**src/rtl/alu_sched_pkg.sv**
```systemverilog
// alu_sched_pkg: shared constants, opcodes and FSM states for the ALU round-robin scheduler.
// Contents: DW (datapath width), OP_* opcode encodings, state_t (IDLE/EXEC/RESP).
package alu_sched_pkg;
    localparam int DW = 8;
    localparam logic [2:0] OP_ADD  = 3'd0;
    localparam logic [2:0] OP_SUB  = 3'd1;
    localparam logic [2:0] OP_AND  = 3'd2;
    localparam logic [2:0] OP_OR   = 3'd3;
    localparam logic [2:0] OP_XOR  = 3'd4;
    localparam logic [2:0] OP_GT   = 3'd5;
    localparam logic [2:0] OP_SHLA = 3'd6;
    localparam logic [2:0] OP_SHLB = 3'd7;
    typedef enum logic [1:0] {IDLE, EXEC, RESP} state_t;
endpackage

```
**src/rtl/alu_rr_sched_alu.sv**
```systemverilog
// alu8: 8-bit add/sub/logic ALU, purely combinational.
// Ports: a, b (operands), op (opcode) -> out (result), cout (carry/no-borrow), z (out == 0).
module alu8
    import alu_sched_pkg::*;
(
    input  logic [DW-1:0] a,
    input  logic [DW-1:0] b,
    input  logic [2:0]    op,
    output logic [DW-1:0] out,
    output logic          cout,
    output logic          z
);
    logic [DW:0] sum;
    logic [DW:0] dif;
    assign sum = {1'b0, a} + {1'b0, b};
    // a + ~b + 1: bit DW is set exactly when no borrow occurs (a >= b)
    assign dif = {1'b0, a} + {1'b0, ~b} + (DW+1)'(1);
    always_comb begin
        out  = op == OP_ADD  ? sum[DW-1:0] :
               op == OP_SUB  ? dif[DW-1:0] :
               op == OP_AND  ? (a & b) :
               op == OP_OR   ? (a | b) :
               op == OP_XOR  ? (a ^ b) :
               op == OP_GT   ? DW'(a > b) :
               op == OP_SHLA ? {a[DW-2:0], 1'b0} :
                               {b[DW-2:0], 1'b0};
        cout = op == OP_ADD ? sum[DW] : op == OP_SUB ? dif[DW] : 1'b0;
        z    = out == '0;
    end
endmodule

```
**src/rtl/alu_rr_sched_rr_arbiter.sv**
```systemverilog
// rr_arbiter: combinational round-robin picker; the pointer register lives in the parent.
// Ports: req (request vector), ptr (first index to consider) -> gnt (one-hot or zero), idx (winner index).
module rr_arbiter #(
    parameter int NREQ = 4,
    parameter int IDW  = $clog2(NREQ)
) (
    input  logic [NREQ-1:0] req,
    input  logic [IDW-1:0]  ptr,
    output logic [NREQ-1:0] gnt,
    output logic [IDW-1:0]  idx
);
    logic [IDW-1:0] j;
    logic           hit;
    // Scan offsets from farthest to nearest so the nearest valid index at or after ptr wins.
    always_comb begin
        j   = '0;
        idx = '0;
        hit = 1'b0;
        gnt = '0;
        for (int k = NREQ - 1; k >= 0; k--) begin
            j = IDW'((int'(ptr) + k) % NREQ);
            if (req[j]) begin
                idx = j;
                hit = 1'b1;
            end
        end
        gnt[idx] = hit;
    end
endmodule

```
**src/rtl/alu_rr_sched.sv**
```systemverilog
// alu_rr_sched: round-robin scheduler sharing one 8-bit ALU between NREQ requesters.
// Ports: clk, rst (async active-high); req_valid/req_ready/req_a/req_b/req_op (packed per requester);
//        rsp_valid/rsp_ready/rsp_id/rsp_out/rsp_cout/rsp_z (shared response channel).
// Option ALU_RR_SCHED_STICKY_EN adds sticky_clr input and sticky_c/sticky_z sticky flag outputs.
module alu_rr_sched
    import alu_sched_pkg::*;
#(
    parameter int NREQ = 4,
    parameter int IDW  = $clog2(NREQ)
) (
    input  logic              clk,
    input  logic              rst,
    input  logic [NREQ-1:0]   req_valid,
    output logic [NREQ-1:0]   req_ready,
    input  logic [NREQ*8-1:0] req_a,
    input  logic [NREQ*8-1:0] req_b,
    input  logic [NREQ*3-1:0] req_op,
    output logic              rsp_valid,
    input  logic              rsp_ready,
    output logic [IDW-1:0]    rsp_id,
    output logic [DW-1:0]     rsp_out,
    output logic              rsp_cout,
    output logic              rsp_z
`ifdef ALU_RR_SCHED_STICKY_EN
    ,
    input  logic              sticky_clr,
    output logic              sticky_c,
    output logic              sticky_z
`endif
);
    state_t          state_q;
    state_t          state_d;
    logic [NREQ-1:0] gnt;
    logic [IDW-1:0]  win;
    logic [IDW-1:0]  rr_ptr;
    logic [IDW-1:0]  id_q;
    logic [DW-1:0]   a_q;
    logic [DW-1:0]   b_q;
    logic [2:0]      op_q;
    logic [DW-1:0]   alu_out;
    logic            alu_cout;
    logic            alu_z;
    logic            grant;
    rr_arbiter #(.NREQ(NREQ), .IDW(IDW)) u_arb (
        .req (req_valid),
        .ptr (rr_ptr),
        .gnt (gnt),
        .idx (win)
    );
    alu8 u_alu (
        .a    (a_q),
        .b    (b_q),
        .op   (op_q),
        .out  (alu_out),
        .cout (alu_cout),
        .z    (alu_z)
    );
    assign grant = state_q == IDLE && |gnt;
    always_comb begin
        req_ready = state_q == IDLE ? gnt : '0;
        state_d   = state_q == IDLE ? (grant ? EXEC : IDLE) :
                    state_q == EXEC ? RESP :
                    (rsp_ready ? IDLE : RESP);
    end
    always_ff @(posedge clk or posedge rst) begin
        if (rst) begin
            state_q   <= IDLE;
            rr_ptr    <= '0;
            id_q      <= '0;
            a_q       <= '0;
            b_q       <= '0;
            op_q      <= '0;
            rsp_valid <= 1'b0;
            rsp_id    <= '0;
            rsp_out   <= '0;
            rsp_cout  <= 1'b0;
            rsp_z     <= 1'b0;
        end else begin
            state_q <= state_d;
            if (grant) begin
                a_q    <= req_a[int'(win)*8 +: 8];
                b_q    <= req_b[int'(win)*8 +: 8];
                op_q   <= req_op[int'(win)*3 +: 3];
                id_q   <= win;
                rr_ptr <= win == IDW'(NREQ - 1) ? '0 : win + 1'b1;
            end
            if (state_q == EXEC) begin
                rsp_out   <= alu_out;
                rsp_cout  <= alu_cout;
                rsp_z     <= alu_z;
                rsp_id    <= id_q;
                rsp_valid <= 1'b1;
            end else if (state_q == RESP && rsp_ready) begin
                rsp_valid <= 1'b0;
            end
        end
    end
`ifdef ALU_RR_SCHED_STICKY_EN
    // Set wins over clear when both happen on the same edge.
    always_ff @(posedge clk or posedge rst) begin
        if (rst) begin
            sticky_c <= 1'b0;
            sticky_z <= 1'b0;
        end else begin
            sticky_c <= (state_q == EXEC && alu_cout) || (sticky_c && !sticky_clr);
            sticky_z <= (state_q == EXEC && alu_z) || (sticky_z && !sticky_clr);
        end
    end
`endif
endmodule

```
**config.mk**
```make
export PLATFORM = sky130hd
export DESIGN_NAME = alu_rr_sched
export DESIGN_NICKNAME = d
export VERILOG_FILES = /design/src/rtl/alu_sched_pkg.sv /design/src/rtl/alu_rr_sched_alu.sv /design/src/rtl/alu_rr_sched_rr_arbiter.sv /design/src/rtl/alu_rr_sched.sv
export SDC_FILE = /design/constraint.sdc
export NUM_CORES = 1
export LEC_CHECK = 0
export CORE_MARGIN = 10
export CORE_UTILIZATION = 25
export CTS_CLUSTER_SIZE = 20
export DETAILED_ROUTE_END_ITERATION = 10
export PLACE_DENSITY = 0.54
export SETUP_SLACK_MARGIN = 0.2
export SYNTH_ARGS = -nofsm -noshare
export SYNTH_HDL_FRONTEND = slang
export SYNTH_SLANG_ARGS = --single-unit
export TNS_END_PERCENT = 50
```
**constraint.sdc**
```tcl
create_clock -name clk -period 6.7 [get_ports clk]
set_input_delay 1.34 -clock clk [delete_from_list [all_inputs] [get_ports clk]]
set_output_delay 1.34 -clock clk [all_outputs]
set_load 0.03 [all_outputs]
```
Word level (Yosys, flattened, before mapping)

Index checks and enable logic that the tools add are counted.

Register bits after elaboration: 38
Output and inout port bits: 17
Word-level logic and storage cells: 86

$add $sub $neg: 7
$mul: 1
Magnitude comparators: 7
Eq/ne operators: 9
Shifts and indexed selects: 3
Muxes and demuxes: 35
Bitwise gates (word level): 5
Reduce and logical (&&, ||, !) cells: 8

Operators with widths:

| cell                | count |
|---|---|
| $shiftx 32x6->8     | 2 |
| $mux 8              | 7 |
| $add 8x8->9         | 2 |
| $mux 2              | 8 |
| $lt 2x3->1 const B  | 5 |
| $mux 1              | 14 |
| $shiftx 12x5->3     | 1 |
| $add 9x1->9 const B | 1 |
| $eq 3x3->1 const B  | 3 |
| $and 8x8->8         | 1 |
| $bmux 1 s2          | 4 |
| $gt 8x8->1          | 1 |
| $logic_not 8->1     | 1 |
| $not 8->8           | 1 |
| $or 8x8->8          | 1 |
| $xor 8x8->8         | 1 |
| $eq 3x2->1 const B  | 2 |
| $add 2x1->2 const B | 2 |
| $add 2x2->2 const B | 2 |
| $and 4x4->4         | 1 |
| $eq 2x2->1 const B  | 2 |
| $mul 2x2->4 const B | 1 |
| $mux 4              | 1 |
| $reduce_or 4->1     | 1 |
| 8 further kinds     | 10 |

Logic depth before layout (Yosys ltp)

Depth after elaboration: 16
Depth in mapped cells: 11

Cells and area by module

A second synthesis with hierarchy kept.

Cells, all modules: 329
Area total of the unflattened synthesis: 3,507.1 um^2

Modules (own cells, without submodules):

| module       | times used | cells each | area an instance (um^2) |
|---|---|---|---|
| alu_rr_sched | 1          | 115        | 2,031.9 |
| alu8         | 1          | 187        | 1,306.3 |
| rr_arbiter   | 1          | 27         | 168.9 |

Least setup slack after synthesis

OpenSTA, ideal clock, no wires.

Kind: input to output
From: input port req_valid[2]
To: output port req_ready[2]
Arrival time: 2.679 ns
Slack: 2.681 ns
Stages on the path: 7
Path buffers: 1
Cell sequence: mux2i_1 > nor2_1 > nor3_1 > clkbuf_1 > inv_1 > ha_1 > and2_1

Cells in the longest elaborated chain, start to end: 12

Ends and longest elaborated chain:

| element                                                               | RTL line                      | text |
|---|---|---|
| start: declaration                                                    | alu_rr_sched.sv:13            | `input logic [NREQ-1:0] req_valid,` |
| $bmux 1 s2                                                            | alu_rr_sched_rr_arbiter.sv:22 | `if (req[j]) begin` |
| $mux 1 (implied by the code)                                          | alu_rr_sched_rr_arbiter.sv:22 |  |
| $mux 2 (3 in a row)                                                   | alu_rr_sched_rr_arbiter.sv:22 |  |
| $mux 2 (*)                                                            | alu_rr_sched_rr_arbiter.sv:22 |  |
| net u_arb.idx[0]                                                      | alu_rr_sched_rr_arbiter.sv:10 | `output logic [IDW-1:0] idx` |
| $lt 2x3->1 (implied by the code) / $ge 2x1->1 (equally long branches) | alu_rr_sched_rr_arbiter.sv:27 | `gnt[idx] = hit;` |
| $logic_and 1x1->1 (implied by the code)                               | alu_rr_sched_rr_arbiter.sv:27 |  |
| $mux 1 (implied by the code)                                          | alu_rr_sched_rr_arbiter.sv:27 |  |
| $demux 1 s2 (*)                                                       | --                            |  |
| $and 4x4->4 (no line) (*)                                             | --                            |  |
| $mux 4 (*)                                                            | alu_rr_sched.sv:60            | `req_ready = state_q == IDLE ? gnt : '0;` |
| end: declaration                                                      | alu_rr_sched.sv:14            | `output logic [NREQ-1:0] req_ready,` |

Mark *: on every way through the listed nets, which the timed path passes. The rest lies on a longest branch. The select of a mux whose other input is x is not followed.

Final worst setup path

From: input port req_valid[0]
To: output port req_ready[0]

Cells in the longest elaborated chain, start to end: 12

Ends and longest elaborated chain:

| element                                                               | RTL line |
|---|---|
| $bmux 1 s2                                                            | alu_rr_sched_rr_arbiter.sv:22 |
| $mux 1 (implied by the code)                                          | alu_rr_sched_rr_arbiter.sv:22 |
| $mux 2 (4 in a row)                                                   | alu_rr_sched_rr_arbiter.sv:22 |
| $lt 2x3->1 (implied by the code) / $ge 2x1->1 (equally long branches) | alu_rr_sched_rr_arbiter.sv:27 |
| $logic_and 1x1->1 (implied by the code)                               | alu_rr_sched_rr_arbiter.sv:27 |
| $mux 1 (implied by the code)                                          | alu_rr_sched_rr_arbiter.sv:27 |
| $demux 1 s2                                                           | -- |
| $and 4x4->4 (no line) (*)                                             | -- |
| $mux 4 (*)                                                            | alu_rr_sched.sv:60 |

Mark *: on every way between the ends. The rest lies on a longest branch, timed or not. The select of a mux whose other input is x is not followed.

==> results.txt <==
Util after Layout - 34.9%
crit path DAT - 3750 ps
commonest cells after routing, fill and taps aside - nand2_1, clkdlybuf4s50_1, o21ai_0
CP Launch Type - input pin
post-DP HPWL - 8770 um
syn nets - 589
Worst R2R Start - rr_ptr[1]
GRT overflow - 0
Hold Path Depth - 2
Die W - 139 um
FILL cells - 1,467
Total GRT Usage - 11.2%
register clock-pin slew on the reported worst setup and hold paths - 60 ps
Clk Latency, worst-skew pair - 290 ps
P_int - 1.23 mW
adder-cell share of the synthesized area - 11.1%
sequential fraction of the synthesis area - 27.1%
Setup CP Type - input pin to output port
slew margin rel. - 42.1%
Syn-to-layout area delta - 37.6%
I/O pin cnt - 100
Hold WC Path Type - flop to flop
Switching Fraction - 49.1%
predominant post-synthesis flop cell - dfrtp_1
H-tree Lvls - 2
Crit path required time - 5360 ps
area share of xor/xnor cells in the synthesized design - 0.998%
setup tns final - 0 ps
DR WL/cell - 15.0 um
clock tree buffer depth - 2
Max IR drop VDD - 0.000153 V
num rows - 43
# clock sinks - 38
Num CTS Buffers - 5
critical-path maximum fanout - 41
vias in the first global route - 3,560
Leak - 2.12 nW
Post-synth EDFFs - 0
Min Hold Slack - 476 ps
pre-CTS WS - 1590 ps
Fmax achieved - 196 MHz
number of DRC markers in iteration 0 - 145
initial antenna violation count - 0
final setup margin - 1610 ps
die area - 0.0192 mm^2
Synth async-reset ratio - 100%
post-route cell area - 0.00483 mm^2
WHS Endpoint - rsp_id[1]
Total Power - 2.41 mW
share of cells above drive strength 1 - 5.72%
Yosys warning total - 0
largest family of logic cells by synthesized area - simple AND/OR/NAND/NOR gates
CP Capture Type - output port
FF+latch count, synth - 38
top post-synthesis cells by area - dfrtp_1, nand2_1, ha_1
dpl cells - 731
post-synth top area share - 27.1%
NetSw - 1.18 mW
final hold violations - 0
core area - 0.0138 mm^2
via/cell ratio - 4.70
Simple-Gate Fraction of Synth Area - 26.0%
Final Skew - 3.41 ps
Yosys cell types - 63
Area after DPL - 0.00463 mm^2
GP Congestion - 0.900
mux cell area share after synthesis - 3.38%
wire length of the first global-routing pass - 18,300 um
die span in y - 139 um
Clock Root Buffer - clkbuf_16
CTS tree - done
Total Wirelength - 11,100 um
Hold Startpoint - id_q[1]
crit share post-route - 76.0%
number of diodes - 0
starting density of the core - 25.4%
Cell Area, Synth - 0.00351 mm^2
drt pass-1 iters - 9
largest net degree at the start of global routing - 47
PortBufs - 99
Non-Filler Instances - 739
sequential power share - 20.5%
reg2reg setup slack - 3950 ps
worst reg2reg path endpoint - rr_ptr[0]
Post-DRT Antenna Nets - 0
post-CTS setup buffers - 0
DRC - 0
pwr dens - 499 mW/mm^2
status - complete, no violations
hold buffers post-CTS - 0
clock network power share - 13.5%
commonest non-fill, non-tap cell in the layout - nand2_1
final setup violating endpoints - 0
combinational fraction of design power - 66.0%
max-slew violations - 0
min cycle time layout - 5090 ps
syn_area_per_cell - 7.38 um^2
Worst-Margin Slew - 868 ps
Synth Area in Compound Gates - 23.7%
PostCTS Resize Cnt - 0
unrepaired setup endpoints after global routing - no
Final #Nets - 671
Worst Reg-to-Reg Cells - 10
Syn Inst Count - 476
max-cap viol count - 0
DR vias - 3,470
area leader, netlist - dfrtp_1
[worst max path at each step]
stage | from | to | slack [ps]
2_1_floorplan | req_valid[2] | req_ready[2] | 2680
3_3_place_gp | req_valid[0] | req_ready[1] | 1680
3_5_place_dp | req_valid[0] | req_ready[0] | 1590
4_1_cts | req_valid[0] | req_ready[0] | 1590
5_1_grt | req_valid[0] | req_ready[3] | 1460
6_report | req_valid[0] | req_ready[0] | 1610
[synthesized netlist by cell type, drive strengths merged, types with 2 or more instances]
master / count
a31o: 2
o221ai: 5
o41ai: 2
or4: 3
o21bai: 3
a22oi: 3
nand2: 141
o211ai: 2
nand4b: 2
a211oi: 2
nor2b: 8
nor2: 12
o21a: 4
inv: 30
nand2b: 4
o21ai: 60
xnor2: 4
ha: 28
fa: 2
and3: 2
o31ai: 2
a31oi: 4
mux2: 2
a21o: 2
nand3: 20
buf: 16
a311oi: 2
mux2i: 7
nor3: 6
o22ai: 4
clkbuf: 14
a21oi: 16
or3: 2
and2: 4
dfrtp: 38
a221oi: 3
[cells by family (layout without fill, tap and decap cells)]
kind of cell | Yosys count | count (layout)
muxes | 10 | 10
and+or+nand+nor | 209 | 209
xor gates and xnor gates | 4 | 4
DFF | 38 | 38
AOI/OAI and AO/OA | 125 | 125
buffers and inverters | 60 | 143
adders and majority gates | 30 | 30
[per-layer routing]
layer | GRT usage [%] | up-vias | part of all wire, %
met5 | 0 | - | 0
met4 | 3.11 | 0 | 1.7
met3 | 4.45 | 20 | 11
met2 | 16.1 | 143 | 40
met1 | 15.0 | 1522 | 48
li1 | - | 1785 | -
[critical path: stages]
cell	delay, ps
clkdlybuf4s50_1	550
a21oi_1	90
o21a_1	180
o22a_1	190
buf_4	250
inv_2	120
ha_1	210
and2_1	150
clkdlybuf4s50_1	680
[final cells by class]
cell class                      count  area (um^2)  area share [%]
Clock buffer                        6          139            2.87
Clock inverter                      2         60.1            1.24
Inverter                           30          113            2.33
Multi-Input combinational cell    378         2310            47.8
Sequential cell                    38          951            19.7
Tap cell                          180          225            4.66
Timing Repair Buffer              105         1040            21.4
[registers in the layout, summed over array words and instances, names as in the netlist, 2 cells and up]
register	flops
rsp_out	8
id_q	2
b_q	8
rsp_id	2
a_q	8
rr_ptr	2
state_q	2
op_q	3
[power groups by stage]
stage	Clock [mW]	Sequential (mW)	Combinational, mW
floorplan	0	0.496	1.16
global placement	0	0.496	1.57
detailed placement	0	0.500	1.58
CTS	0.328	0.497	1.59
global route	0.339	0.520	1.79
finish	0.326	0.494	1.59
No activity file was read; power rests on OpenSTA's default activity.
